**src/rtl/seqdet_stream_pkg.sv**
```systemverilog
// Shared types and default sizing for the streaming sequence detector.
package seqdet_stream_pkg;

    localparam int DEF_WORD_W = 8;
    localparam int DEF_PAT_W  = 4;
    localparam int DEF_CNT_W  = 4;

    typedef enum logic [1:0] {
        ST_IDLE   = 2'd0,
        ST_SHIFT  = 2'd1,
        ST_REPORT = 2'd2
    } state_e;

endpackage

```
**src/rtl/seqdet_pat_core.sv**
```systemverilog
// Bit-serial pattern matcher. It keeps the last PAT_W bits and a fill level,
// so a match is only reported once a full window of fresh history exists.
// In non-overlap mode the history restarts after each hit.
module seqdet_pat_core #(
    parameter int PAT_W = 4
) (
    input  logic             clk,
    input  logic             rst_n,
    input  logic             en,
    input  logic             bit_in,
    input  logic             clear,
    input  logic [PAT_W-1:0] pattern,
    input  logic             overlap,
    output logic             hit
);

    localparam int FW = $clog2(PAT_W + 1);

    logic [PAT_W-1:0] hist_q, hist_d;
    logic [FW-1:0]    fill_q, fill_d, fill_inc;

    // Next history window and hit decision for the bit being presented.
    always_comb begin
        hist_d   = {hist_q[PAT_W-2:0], bit_in};
        fill_inc = (fill_q == FW'(PAT_W)) ? fill_q : fill_q + 1'b1;
        hit      = en && (fill_inc == FW'(PAT_W)) && (hist_d == pattern);
        fill_d   = (hit && !overlap) ? '0 : fill_inc;
    end

    // History registers; clear wipes them regardless of en.
    always_ff @(posedge clk or negedge rst_n) begin
        if (!rst_n) begin
            hist_q <= '0;
            fill_q <= '0;
        end else if (clear) begin
            hist_q <= '0;
            fill_q <= '0;
        end else if (en) begin
            hist_q <= hist_d;
            fill_q <= fill_d;
        end
    end

endmodule

```
**src/rtl/seqdet_stream_ctrl.sv**
```systemverilog
// Word-to-bit streaming controller: accepts a word, shifts it MSB-first into
// the pattern core, counts hits (saturating) and reports the count.
// History lives in the core and spans words; the count is per word.
module seqdet_stream_ctrl
    import seqdet_stream_pkg::*;
#(
    parameter int WORD_W = DEF_WORD_W,
    parameter int PAT_W  = DEF_PAT_W,
    parameter int CNT_W  = DEF_CNT_W
) (
    input  logic              clk,
    input  logic              rst_n,
    input  logic              in_valid,
    output logic              in_ready,
    input  logic [WORD_W-1:0] in_data,
    input  logic [PAT_W-1:0]  pattern,
    input  logic              overlap,
    input  logic              clear,
    output logic              out_valid,
    input  logic              out_ready,
    output logic [CNT_W-1:0]  out_count,
    output logic              out_hit,
    output logic              busy
);

    localparam int IW = (WORD_W > 1) ? $clog2(WORD_W) : 1;

    state_e            state_q;
    logic [WORD_W-1:0] shreg_q;
    logic [IW-1:0]     idx_q;
    logic [PAT_W-1:0]  pat_q;
    logic              ovl_q;
    logic [CNT_W-1:0]  cnt_q, cnt_d;
    logic              out_valid_q;
    logic              out_hit_q;
    logic              core_en;
    logic              core_hit;

    assign core_en   = (state_q == ST_SHIFT);
    assign in_ready  = (state_q == ST_IDLE);
    assign busy      = (state_q != ST_IDLE);
    assign out_valid = out_valid_q;
    assign out_count = cnt_q;
    assign out_hit   = out_hit_q;

    seqdet_pat_core #(.PAT_W(PAT_W)) u_core (
        .clk     (clk),
        .rst_n   (rst_n),
        .en      (core_en),
        .bit_in  (shreg_q[idx_q]),
        .clear   (clear),
        .pattern (pat_q),
        .overlap (ovl_q),
        .hit     (core_hit)
    );

    // Saturating hit count: sticks at all-ones instead of wrapping.
    always_comb begin
        cnt_d = cnt_q;
        if (core_hit && (cnt_q != '1))
            cnt_d = cnt_q + 1'b1;
    end

    // Sequencing FSM with registered result outputs; clear overrides all.
    always_ff @(posedge clk or negedge rst_n) begin
        if (!rst_n) begin
            state_q     <= ST_IDLE;
            shreg_q     <= '0;
            idx_q       <= '0;
            pat_q       <= '0;
            ovl_q       <= 1'b0;
            cnt_q       <= '0;
            out_valid_q <= 1'b0;
            out_hit_q   <= 1'b0;
        end else if (clear) begin
            state_q     <= ST_IDLE;
            cnt_q       <= '0;
            out_valid_q <= 1'b0;
            out_hit_q   <= 1'b0;
        end else begin
            case (state_q)
                ST_IDLE: begin
                    if (in_valid) begin
                        shreg_q   <= in_data;
                        pat_q     <= pattern;
                        ovl_q     <= overlap;
                        cnt_q     <= '0;
                        out_hit_q <= 1'b0;
                        idx_q     <= IW'(WORD_W - 1);
                        state_q   <= ST_SHIFT;
                    end
                end
                ST_SHIFT: begin
                    cnt_q     <= cnt_d;
                    out_hit_q <= (cnt_d != '0);
                    if (idx_q == '0) begin
                        state_q     <= ST_REPORT;
                        out_valid_q <= 1'b1;
                    end else begin
                        idx_q <= idx_q - 1'b1;
                    end
                end
                ST_REPORT: begin
                    if (out_ready) begin
                        state_q     <= ST_IDLE;
                        out_valid_q <= 1'b0;
                    end
                end
                default: state_q <= ST_IDLE;
            endcase
        end
    end

endmodule

```
**config.mk**
```make
export PLATFORM = sky130hd
export DESIGN_NAME = seqdet_stream_ctrl
export DESIGN_NICKNAME = d
export VERILOG_FILES = /design/src/rtl/seqdet_stream_pkg.sv /design/src/rtl/seqdet_pat_core.sv /design/src/rtl/seqdet_stream_ctrl.sv
export SDC_FILE = /design/constraint.sdc
export NUM_CORES = 1
export LEC_CHECK = 0
export BUFFER_PORTS_ARGS = -buffer_cell sky130_fd_sc_hd__buf_2
export CAP_MARGIN = 5
export CORE_MARGIN = 2
export CORE_UTILIZATION = 30
export DETAILED_ROUTE_END_ITERATION = 7
export GPL_ROUTABILITY_DRIVEN = 0
export SKIP_CTS_REPAIR_TIMING = 1
export SLEW_MARGIN = 20
export SYNTH_ARGS = -nofsm -noshare
export SYNTH_HDL_FRONTEND = slang
export SYNTH_SLANG_ARGS = --single-unit
```
**constraint.sdc**
```tcl
create_clock -name clk -period 5.25 [get_ports clk]
set_input_delay 0 -clock clk [delete_from_list [all_inputs] [get_ports clk]]
set_output_delay 0 -clock clk [all_outputs]
set_load 0.01 [all_outputs]
```
; ---- Yosys cells after proc, flatten, opt, wreduce, memory -nomap -nowiden
; Index checks and enable logic that the tools add are counted.
[word_totals]
ff_bits = 30
latchBits = 0
mem_bits_rw = 0
rom_bits = 0
in_bits = 18
output_inout_bits = 8
wordCells = 71
mem_count = 0
[op_classes]
n_addsub = 3
multipliers = 0
n_div = 0
n_lt_le_gt_ge = 1
n_eq_ne = 11
shift = 0
muxes = 27
bitwise_logic = 1
n_reduce_logical = 18
[ops]
columns = operator, n
row1 = 3-bit 2-to-1 mux, 8
row2 = 4-bit 2-to-1 mux, 3
row3 = 3-bit AND reduction, 3
row4 = 2-bit 2-to-1 mux, 4
row5 = 4-bit case mux with 2 select lines, 1
row6 = 3-bit == test (second input constant), 2
row7 = 1-bit 2-to-1 mux, 6
row8 = 3-bit inequality test (second input constant), 2
row9 = 2-bit case mux with 3 select lines, 1
row10 = 3-bit case mux with 2 select lines, 1
row11 = 2-bit nonzero test, 3
row12 = 3-bit nonzero test, 2
row13 = 4-bit by 1-bit adder with 4-bit output (second input constant), 1
row14 = 4-bit == test, 1
row15 = 1-bit logical AND, 4
row16 = 3-bit by 4-bit less-than comparator with 1-bit output (second input constant), 1
row17 = 2-bit inequality test (second input constant), 2
row18 = 4-bit inequality test (second input constant), 1
row19 = 1-bit case mux with 2 select lines, 2
row20 = 4-bit AND reduction, 1
row21 = 4-bit nonzero test, 1
row22 = 3-bit by 1-bit adder with 3-bit output (second input constant), 1
row23 = 1-bit binary-select mux with 3-bit select, 1
row24 = 3-bit zero test, 1
row25 = 8 further kinds, 8

; ---- Longest topological paths before layout
; Gate-level depths: netlist (run 1).
[depth]
word_depth = 10
ltp_mapped = 9
mapped_depth_nobuf = 8

; ---- Cells and area by module
; From an unflattened synthesis (run 1), not the netlist that was laid out.
[hier_totals]
hier_cells = 135
area_unflattened_um2 = 1571.5
[modules_own_cells]
columns = module, instances, cells_per_inst, area_each_um2
row1 = seqdet_stream_ctrl, 1, 97, 1191.1
row2 = seqdet_pat_core, 1, 38, 380.4

; ---- Worst setup path before layout (run 1)
; Ideal clock, no wire load.
[synth_timing]
kind = register to register
startpoint = reg idx_q[0]
endpoint = reg out_hit_q (netlist: out_hit)
setup_time_ps = 124
t_arrival_ps = 1994
t_required_ps = 5126
setup_slack_ps = 3132
stages_incl_launch_ff = 8
n_path_buf = 1
synth_period_minus_slack_ps = 2118
cell_sequence = dfrtp_1 mux4_1 mux2i_2 xor2_1 nor2b_1 buf_4 and3_1 a211o_1
[synth_between]
elab_chain_len = 9
[synth_rtl]
columns = item, line
row1 = from (decl), seqdet_stream_ctrl.sv:30  ; logic [IW-1:0] idx_q;
row2 = from (signal assigned), seqdet_stream_ctrl.sv:89  ; idx_q <= IW'(WORD_W - 1);
row3 = from (signal assigned), seqdet_stream_ctrl.sv:100  ; idx_q <= idx_q - 1'b1;
row4 = 1-bit binary-select mux with 3-bit select, seqdet_stream_ctrl.sv:50  ; .bit_in (shreg_q[idx_q]),
row5 = 1-bit 2-to-1 mux (implied by the code), seqdet_stream_ctrl.sv:50
row6 = 4-bit == test, seqdet_pat_core.sv:26  ; hit = en && (fill_inc == FW'(PAT_W)) && (hist_d == pattern);
row7 = 1-bit logical AND, seqdet_pat_core.sv:26
row8 = 1-bit logical AND, seqdet_stream_ctrl.sv:60  ; if (core_hit && (cnt_q != '1))
row9 = 4-bit 2-to-1 mux, seqdet_stream_ctrl.sv:60
row10 = 4-bit nonzero test, seqdet_stream_ctrl.sv:95  ; out_hit_q <= (cnt_d != '0);
row11 = 1-bit case mux with 2 select lines, seqdet_stream_ctrl.sv:81  ; case (state_q)
row12 = 1-bit 2-to-1 mux, seqdet_stream_ctrl.sv:75  ; end else if (clear) begin
row13 = to (signal assigned), seqdet_stream_ctrl.sv:95
row14 = to (decl), seqdet_stream_ctrl.sv:35  ; logic out_hit_q;
; No other way between the ends. The select of a mux whose other input is x is not followed.
; A chain may end at the register's enable or synchronous reset.

; ---- Worst setup path in the final report (run 1)
; Same ends and word-level chain as after synthesis.

==> metrics.txt, run 1 <==
# TYPE chip_impl_metric gauge
chip_impl_metric{name="routed_wirelength",unit="um"} 3260
chip_impl_metric{name="groute.usage.overall",unit="%"} 11.8
chip_impl_metric{name="synth_sequential_area_ratio",unit="%"} 47.5
chip_impl_info{name="grt_setup_unrepaired",value="false"} 1
chip_impl_metric{name="power_switching_share",unit="%"} 25.1
chip_impl_metric{name="filler_cell_count",unit=""} 520
chip_impl_metric{name="number_of_sinks_handled_by_clock_tree_synthesis",unit=""} 30
chip_impl_metric{name="required_time_at_the_endpoint_of_the_critical_path",unit="ps"} 5420
chip_impl_metric{name="grt_max_degree",unit=""} 31
chip_impl_metric{name="floorplan.die.width",unit="um"} 76.6
chip_impl_metric{name="powerDensity",unit="nW/um^2"} 312
chip_impl_metric{name="relative_slew_slack",unit="%"} 52.2
chip_impl_metric{name="first_pass_grt_wire_length",unit="um"} 5380
chip_impl_metric{name="vias",unit=""} 1235
chip_impl_metric{name="globalRoute.totalOverflow",unit=""} 0
chip_impl_info{name="status",value="finished, final reports clean"} 1
chip_impl_metric{name="pwr-share-clk",unit="%"} 37.8
chip_impl_info{name="worst_setup_path_start_kind",value="flop"} 1
chip_impl_metric{name="num_antenna_cells",unit=""} 0
chip_impl_info{name="synth-main-ff-cell",value="sky130_fd_sc_hd__dfrtp_1"} 1
chip_impl_metric{name="crit_fanout",unit=""} 8
chip_impl_metric{name="synthesis.nets",unit=""} 171
chip_impl_metric{name="critical_path_arrival",unit="ps"} 2620
chip_impl_metric{name="setup_violations",unit=""} 0
chip_impl_metric{name="number_of_buffers_created_by_cts",unit=""} 5
chip_impl_metric{name="fp.dieArea",unit="um^2"} 5860
chip_impl_metric{name="asyncSetResetFlopFracSynth",unit="%"} 100
chip_impl_metric{name="tightestPinTransition",unit="ps"} 717
chip_impl_metric{name="placeableCoreArea",unit="um^2"} 5110
chip_impl_info{name="synth_top_area_cell",value="sky130_fd_sc_hd__dfrtp_1"} 1
chip_impl_metric{name="yosys_register_bits",unit=""} 30
chip_impl_metric{name="drc",unit=""} 0
chip_impl_metric{name="max-clock-path-buffers",unit=""} 2
chip_impl_metric{name="min_period",unit="ps"} 2440
chip_impl_metric{name="first_global_vias",unit=""} 1120
chip_impl_metric{name="dr.first_iter.drc_count",unit=""} 51
chip_impl_metric{name="power.share.combinational",unit="%"} 17.8
chip_impl_metric{name="power.sequential.fraction",unit="%"} 44.5
chip_impl_metric{name="power_report.internal_total",unit="mW"} 0.476
chip_impl_metric{name="report.final.slew_viol_count",unit=""} 0
chip_impl_metric{name="rows",unit=""} 26
chip_impl_metric{name="final_clock_skew",unit="ps"} 4.64
chip_impl_metric{name="maxCapViolations",unit=""} 0
chip_impl_metric{name="yosysUniqueCellTypes",unit=""} 36
chip_impl_metric{name="first_pass_iters",unit=""} 4
chip_impl_metric{name="die_y",unit="um"} 76.6
chip_impl_metric{name="power_switching",unit="mW"} 0.159
chip_impl_info{name="cts_tree",value="built"} 1
chip_impl_metric{name="syn-instance-count",unit=""} 148
chip_impl_info{name="cp-end-kind",value="flop"} 1
chip_impl_metric{name="area_share_of_the_leading_cell_type_in_the_synthesized_netlist",unit="%"} 47.5
chip_impl_info{name="root_buffer",value="sky130_fd_sc_hd__clkbuf_8"} 1
chip_impl_metric{name="worst_setup_hold_path_clk_slew",unit="ps"} 70
chip_impl_info{name="path_class",value="reg -> reg"} 1
chip_impl_metric{name="final_nets",unit=""} 213
chip_impl_metric{name="netlist_area",unit="um^2"} 1580
chip_impl_metric{name="fin_tns_setup",unit="ps"} 0
chip_impl_metric{name="io_pins",unit=""} 26
chip_impl_metric{name="routed_wire_length_per_instance",unit="um"} 12.5
chip_impl_metric{name="io_buffer_count",unit=""} 25
chip_impl_metric{name="pre_cts_ws",unit="ps"} 2800
chip_impl_metric{name="leakage",unit="nW"} 0.968
chip_impl_metric{name="clock_tree.htree_level_count",unit=""} 2
chip_impl_metric{name="synth_warnings",unit=""} 0
chip_impl_metric{name="max_clock_freq",unit="GHz"} 0.409
chip_impl_metric{name="post_drt_via_cell_ratio",unit=""} 4.75
chip_impl_metric{name="initial_utilization",unit="%"} 30.9
chip_impl_metric{name="antenna_found_initial",unit=""} 0
chip_impl_info{name="ys_top_cells_by_area",value="sky130_fd_sc_hd__dfrtp_1, sky130_fd_sc_hd__mux2_2, sky130_fd_sc_hd__ha_1"} 1
chip_impl_metric{name="layout-drive-gt1-share",unit="%"} 25.8
chip_impl_metric{name="fin_ws",unit="ps"} 2810
chip_impl_info{name="hold_path.class",value="in -> reg"} 1
chip_impl_metric{name="fin_crit_sh",unit="%"} 46.6
chip_impl_metric{name="synth-edff-count",unit=""} 0
chip_impl_metric{name="area_delta_synth_final",unit="%"} 28.9
chip_impl_metric{name="detail-route-antenna-nets",unit=""} 0
chip_impl_metric{name="irDropWorstVdd",unit="V"} 0.000198
chip_impl_metric{name="insertion_delay",unit="ps"} 280
chip_impl_metric{name="finalHoldViolCount",unit=""} 0
chip_impl_metric{name="hpwlAfterDp",unit="um"} 2270
chip_impl_metric{name="syn-mean-instance-area",unit="um^2"} 10.7
## stage by stage
stage / instance area (um^2) / util [%] / std cells / hold slack, ps / power, mW
floorplan: 1580 / - / 148 / -296 / 0.362
global placement: 1780 / 34.8 / 239 / 82.6 / 0.390
detailed placement: 1780 / 34.8 / 239 / 89.8 / 0.393
global route: 2040 / 39.9 / 260 / 56.1 / 0.671
CTS: 1890 / 37.0 / 246 / -221 / 0.637
finish: 2040 / 39.9 / 260 / 53.3 / 0.635
## routing by layer
layer / vias to the layer above / wire length, um / GRT usage [%]
li1: 607 / - / -
met1: 596 / 1530 / 14.9
met2: 24 / 1560 / 18.2
met3: 8 / 107 / 3.55
met4: 0 / 69 / 6.00
met5: - / 0 / 0
## area by class of cell
type | instances | area (um^2) | area share, %
Inverter | 12 | 45.0 | 2.21
Clock buffer | 6 | 82.6 | 4.05
Multi-Input combinational cell | 102 | 776 | 38.1
Tap cell | 70 | 87.6 | 4.30
Timing Repair Buffer | 39 | 265 | 13.0
Sequential cell | 30 | 751 | 36.9
Clock inverter | 1 | 30.0 | 1.47
## cells by family after synthesis
kind of cell               count (synthesis)  synth area share [%]
xor gates and xnor gates                   5                  2.77
muxes                                     18                  14.7
DFF                                       30                  47.5
adders and majority gates                  5                  3.96
AOI/OAI and AO/OA                         31                  12.7
and+or+nand+nor                           43                  14.2
buffers and inverters                     16                  4.12
## power groups by stage
stage | clock network (mW) | logic (mW) | registers [mW]
2_1_floorplan | 0 | 0.0824 | 0.279
3_3_place_gp | 0 | 0.104 | 0.286
3_5_place_dp | 0 | 0.106 | 0.288
4_1_cts | 0.248 | 0.106 | 0.283
5_1_grt | 0.257 | 0.127 | 0.287
6_report | 0.240 | 0.113 | 0.283
## sequential cells by signal (all words and copies together), names as in the netlist
| name | cells |
|---|---|
| ovl_q | 1 |
| pat_q | 4 |
| u_core.fill_q | 3 |
| out_valid | 1 |
| u_core.hist_q | 3 |
| idx_q | 3 |
| out_count | 4 |
| state_q | 2 |
| shreg_q | 8 |
| out_hit | 1 |
## layout by cell type, fill, tap and decap left out, drive strengths merged, types with 2 or more instances in the layout
master / instances
a21oi: 10
dfrtp: 30
nor3b: 2
a41oi: 2
dlygate4sd3: 14
ha: 5
xnor2: 2
o21bai: 3
mux2: 13
nor2: 9
mux4: 2
nor2b: 4
xor2: 3
clkbuf: 6
nand2b: 2
nand2: 12
and3: 5
nand3: 3
o21ai: 8
mux2i: 3
buf: 25
inv: 12
nor4bb: 2
## path summary, 6_finish.rpt
| path | slack, ps | to | cells past startpoint | startpoint |
|---|---|---|---|---|
| max | 2810 | out_hit | 6 | idx_q[0] |
| min | 50 | state_q[1] | 4 | out_ready |
| max reg2reg | 2810 | out_hit | 6 | idx_q[0] |
| min reg2reg | 500 | shreg_q[1] | 1 | shreg_q[1] |
| max in group asynchronous | 4470 | out_count[0] | 2 | rst_n |
| min in group asynchronous | 310 | u_core.hist_q[2] | 2 | rst_n |
## critical path: stages (launching register included)
cell and delay, ps:
sky130_fd_sc_hd__dfrtp_1 420, sky130_fd_sc_hd__mux4_1 580, sky130_fd_sc_hd__mux2i_2 200, sky130_fd_sc_hd__xor2_1 230, sky130_fd_sc_hd__nor2b_1 470, sky130_fd_sc_hd__a22oi_2 140, sky130_fd_sc_hd__a211o_1 280
## synth_stat cells (all sizes together), types with 2 or more instances
master	count
dfrtp	30
mux2	13
inv	12
nand2	12
a21oi	10
nor2	9
o21ai	8
and3	5
ha	5
nor2b	4
mux2i	3
nand3	3
o21bai	3
xor2	3
a41oi	2
buf	2
clkbuf	2
mux4	2
nand2b	2
nor3b	2
nor4bb	2
xnor2	2
Note: power is estimated with default switching activity, not from simulation.
==> inputs of run 2 (changes only) <==
clock period = 2.2 ns   (was 5.25 ns; I/O delays follow)
==> run 2 against run 1 <==
- clock-buffer cell count is the same
- sequential share of layout area shrank 0.49 points
- largest cell class unchanged
- via count grew 2.0%
- critical path type unchanged
- global-route usage is essentially flat
- flip-flop and latch count is the same
==> metrics.txt, run 2 (synthesized netlist as in run 1, its figures left out) <==
# TYPE chip_impl_metric gauge
chip_impl_metric{name="detailed_route_wirelength_on_metal2",unit="um"} 1540
chip_impl_info{name="hold_path.class",value="in -> reg"} 1
chip_impl_metric{name="footprint_of_the_multi_input_gates",unit="um^2"} 768
chip_impl_metric{name="io_pins",unit=""} 26
chip_impl_metric{name="leakage",unit="nW"} 0.981
chip_impl_metric{name="hpwlAfterDp",unit="um"} 2280
chip_impl_metric{name="place_area",unit="um^2"} 1820
chip_impl_metric{name="detail-route-antenna-nets",unit=""} 0
chip_impl_metric{name="final_cell_area",unit="um^2"} 2060
chip_impl_metric{name="irDropWorstVdd",unit="V"} 0.000505
chip_impl_metric{name="wl_met1",unit="um"} 1580
chip_impl_metric{name="vias",unit=""} 1260
chip_impl_metric{name="power.share.combinational",unit="%"} 21.9
chip_impl_metric{name="filler_cell_count",unit=""} 512
chip_impl_metric{name="rows",unit=""} 26
chip_impl_metric{name="powerDensity",unit="nW/um^2"} 711
chip_impl_metric{name="power_switching",unit="mW"} 0.406
chip_impl_metric{name="drc",unit=""} 0
chip_impl_metric{name="post_drt_via_cell_ratio",unit=""} 4.70
chip_impl_info{name="cts_tree",value="built"} 1
chip_impl_metric{name="initial_utilization",unit="%"} 30.9
chip_impl_info{name="commonest_non_fill_non_tap_cell_in_the_layout",value="sky130_fd_sc_hd__dfrtp_1"} 1
chip_impl_metric{name="pwr-share-clk",unit="%"} 32.3
chip_impl_metric{name="area_delta_synth_final",unit="%"} 30.6
chip_impl_metric{name="floorplan.die.width",unit="um"} 76.6
chip_impl_metric{name="fin_tns_setup",unit="ps"} 0
chip_impl_info{name="worst_setup_path_start_kind",value="flop"} 1
chip_impl_metric{name="routed-wl-met3",unit="um"} 116
chip_impl_info{name="root_buffer",value="sky130_fd_sc_hd__clkbuf_8"} 1
chip_impl_metric{name="final_nets",unit=""} 220
chip_impl_info{name="top_layer_used",value="met4"} 1
chip_impl_metric{name="power_report.internal_total",unit="mW"} 1.06
chip_impl_info{name="registers.top_by_ff_count",value="shreg_q"} 1
chip_impl_metric{name="grt_max_degree",unit=""} 31
chip_impl_metric{name="report.final.slew_viol_count",unit=""} 0
chip_impl_metric{name="finalHoldViolCount",unit=""} 0
chip_impl_metric{name="regArea",unit="um^2"} 751
chip_impl_metric{name="number_of_sinks_handled_by_clock_tree_synthesis",unit=""} 30
chip_impl_metric{name="worst_setup_hold_path_clk_slew",unit="ps"} 70
chip_impl_info{name="grt_setup_unrepaired",value="false"} 1
chip_impl_metric{name="num_antenna_cells",unit=""} 0
chip_impl_metric{name="globalRoute.totalOverflow",unit=""} 0
chip_impl_metric{name="layout-drive-gt1-share",unit="%"} 30.3
chip_impl_metric{name="dr.first_iter.drc_count",unit=""} 68
chip_impl_info{name="status",value="finished, final reports clean"} 1
chip_impl_metric{name="number_of_buffers_created_by_cts",unit=""} 5
chip_impl_info{name="cp-end-kind",value="flop"} 1
chip_impl_metric{name="first_pass_iters",unit=""} 3
chip_impl_metric{name="insertion_delay",unit="ps"} 290
chip_impl_info{name="most-common-layout-cells",value="sky130_fd_sc_hd__dfrtp_1, sky130_fd_sc_hd__buf_2, sky130_fd_sc_hd__dlygate4sd3_1"} 1
chip_impl_metric{name="first_pass_grt_wire_length",unit="um"} 5410
chip_impl_metric{name="fin_crit_sh",unit="%"} 97.0
chip_impl_metric{name="setup_violations",unit=""} 0
chip_impl_metric{name="power.sequential.fraction",unit="%"} 45.8
chip_impl_info{name="path_class",value="reg -> reg"} 1
chip_impl_metric{name="relative_slew_slack",unit="%"} 55.1
chip_impl_metric{name="maxCapViolations",unit=""} 0
chip_impl_metric{name="routed_wirelength",unit="um"} 3310
chip_impl_metric{name="groute.usage.overall",unit="%"} 11.8
chip_impl_metric{name="die_y",unit="um"} 76.6
chip_impl_metric{name="clock_tree.htree_level_count",unit=""} 2
chip_impl_metric{name="final_clock_skew",unit="ps"} 3.37
chip_impl_metric{name="min_period",unit="ps"} 2130
chip_impl_metric{name="io_buffer_count",unit=""} 25
chip_impl_metric{name="largest_register_ffs",unit=""} 8
chip_impl_metric{name="routed_wire_length_per_instance",unit="um"} 12.4
chip_impl_metric{name="max-clock-path-buffers",unit=""} 2
chip_impl_metric{name="required_time_at_the_endpoint_of_the_critical_path",unit="ps"} 2380
chip_impl_metric{name="crit_fanout",unit=""} 8
chip_impl_metric{name="max_clock_freq",unit="GHz"} 0.469
chip_impl_metric{name="power_switching_share",unit="%"} 27.6
chip_impl_metric{name="fp.dieArea",unit="um^2"} 5860
chip_impl_metric{name="tightestPinTransition",unit="ps"} 674
chip_impl_metric{name="first_global_vias",unit=""} 1164
chip_impl_metric{name="antenna_found_initial",unit=""} 0
chip_impl_metric{name="critical_path_arrival",unit="ps"} 2310
chip_impl_metric{name="placeableCoreArea",unit="um^2"} 5110
-- run 2: metrics by stage --
step / setup WS (ps) / total power, mW / util [%] / cells / hold WS (ps)
6_report: 66.4 / 1.47 / 40.4 / 268 / 40.8
5_1_grt: 9.77 / 1.55 / 40.4 / 268 / 64.7
3_3_place_gp: 92.5 / 0.961 / 35.7 / 245 / 82.5
4_1_cts: 18.3 / 1.45 / 37.6 / 253 / -231
2_1_floorplan: 82.3 / 0.863 / - / 148 / -296
3_5_place_dp: 24.0 / 0.971 / 35.7 / 245 / 85.4
-- run 2: worst paths after layout --
path	from	to	slack [ps]	cells after the start
worst min-delay path	out_ready	state_q[1]	40	4
worst max-delay path	idx_q[0]	out_hit	70	7
worst min register to register	shreg_q[4]	shreg_q[4]	510	1
min in group asynchronous	rst_n	shreg_q[2]	270	2
worst max register to register	idx_q[0]	out_hit	70	7
max in group asynchronous	rst_n	out_hit	1500	2
-- run 2: area by class of cell --
class	instances	share of cell area (%)
multi-input combinational	102	37.2
sequential	30	36.4
timing repair buffer	46	15.4
tap	70	4.24
clock buffer	6	4.00
inverter	12	2.18
clock inverter	2	0.606
-- run 2: routing by layer --
| metal | track usage, % | up-vias |
|---|---|---|
| met5 | 0 | - |
| li1 | - | 619 |
| met2 | 17.7 | 23 |
| met1 | 15.0 | 610 |
| met3 | 3.55 | 8 |
| met4 | 7.09 | 0 |
-- run 2: critical path, cell delays in order (launching register included) --
cell                      delay (ps)
sky130_fd_sc_hd__dfrtp_1         410
sky130_fd_sc_hd__mux4_2          520
sky130_fd_sc_hd__mux2i_2         200
sky130_fd_sc_hd__xor2_1          110
sky130_fd_sc_hd__nor2b_1         140
sky130_fd_sc_hd__buf_4           160
sky130_fd_sc_hd__and3_1          190
sky130_fd_sc_hd__a211o_1         280
-- run 2: power groups by stage --
| stage | Clock [mW] | Combinational, mW | Sequential, mW |
|---|---|---|---|
| finish | 0.474 | 0.321 | 0.673 |
| global route | 0.508 | 0.358 | 0.683 |
| CTS | 0.487 | 0.289 | 0.671 |
| detailed placement | 0 | 0.288 | 0.682 |
| global placement | 0 | 0.281 | 0.680 |
| floorplan | 0 | 0.197 | 0.667 |
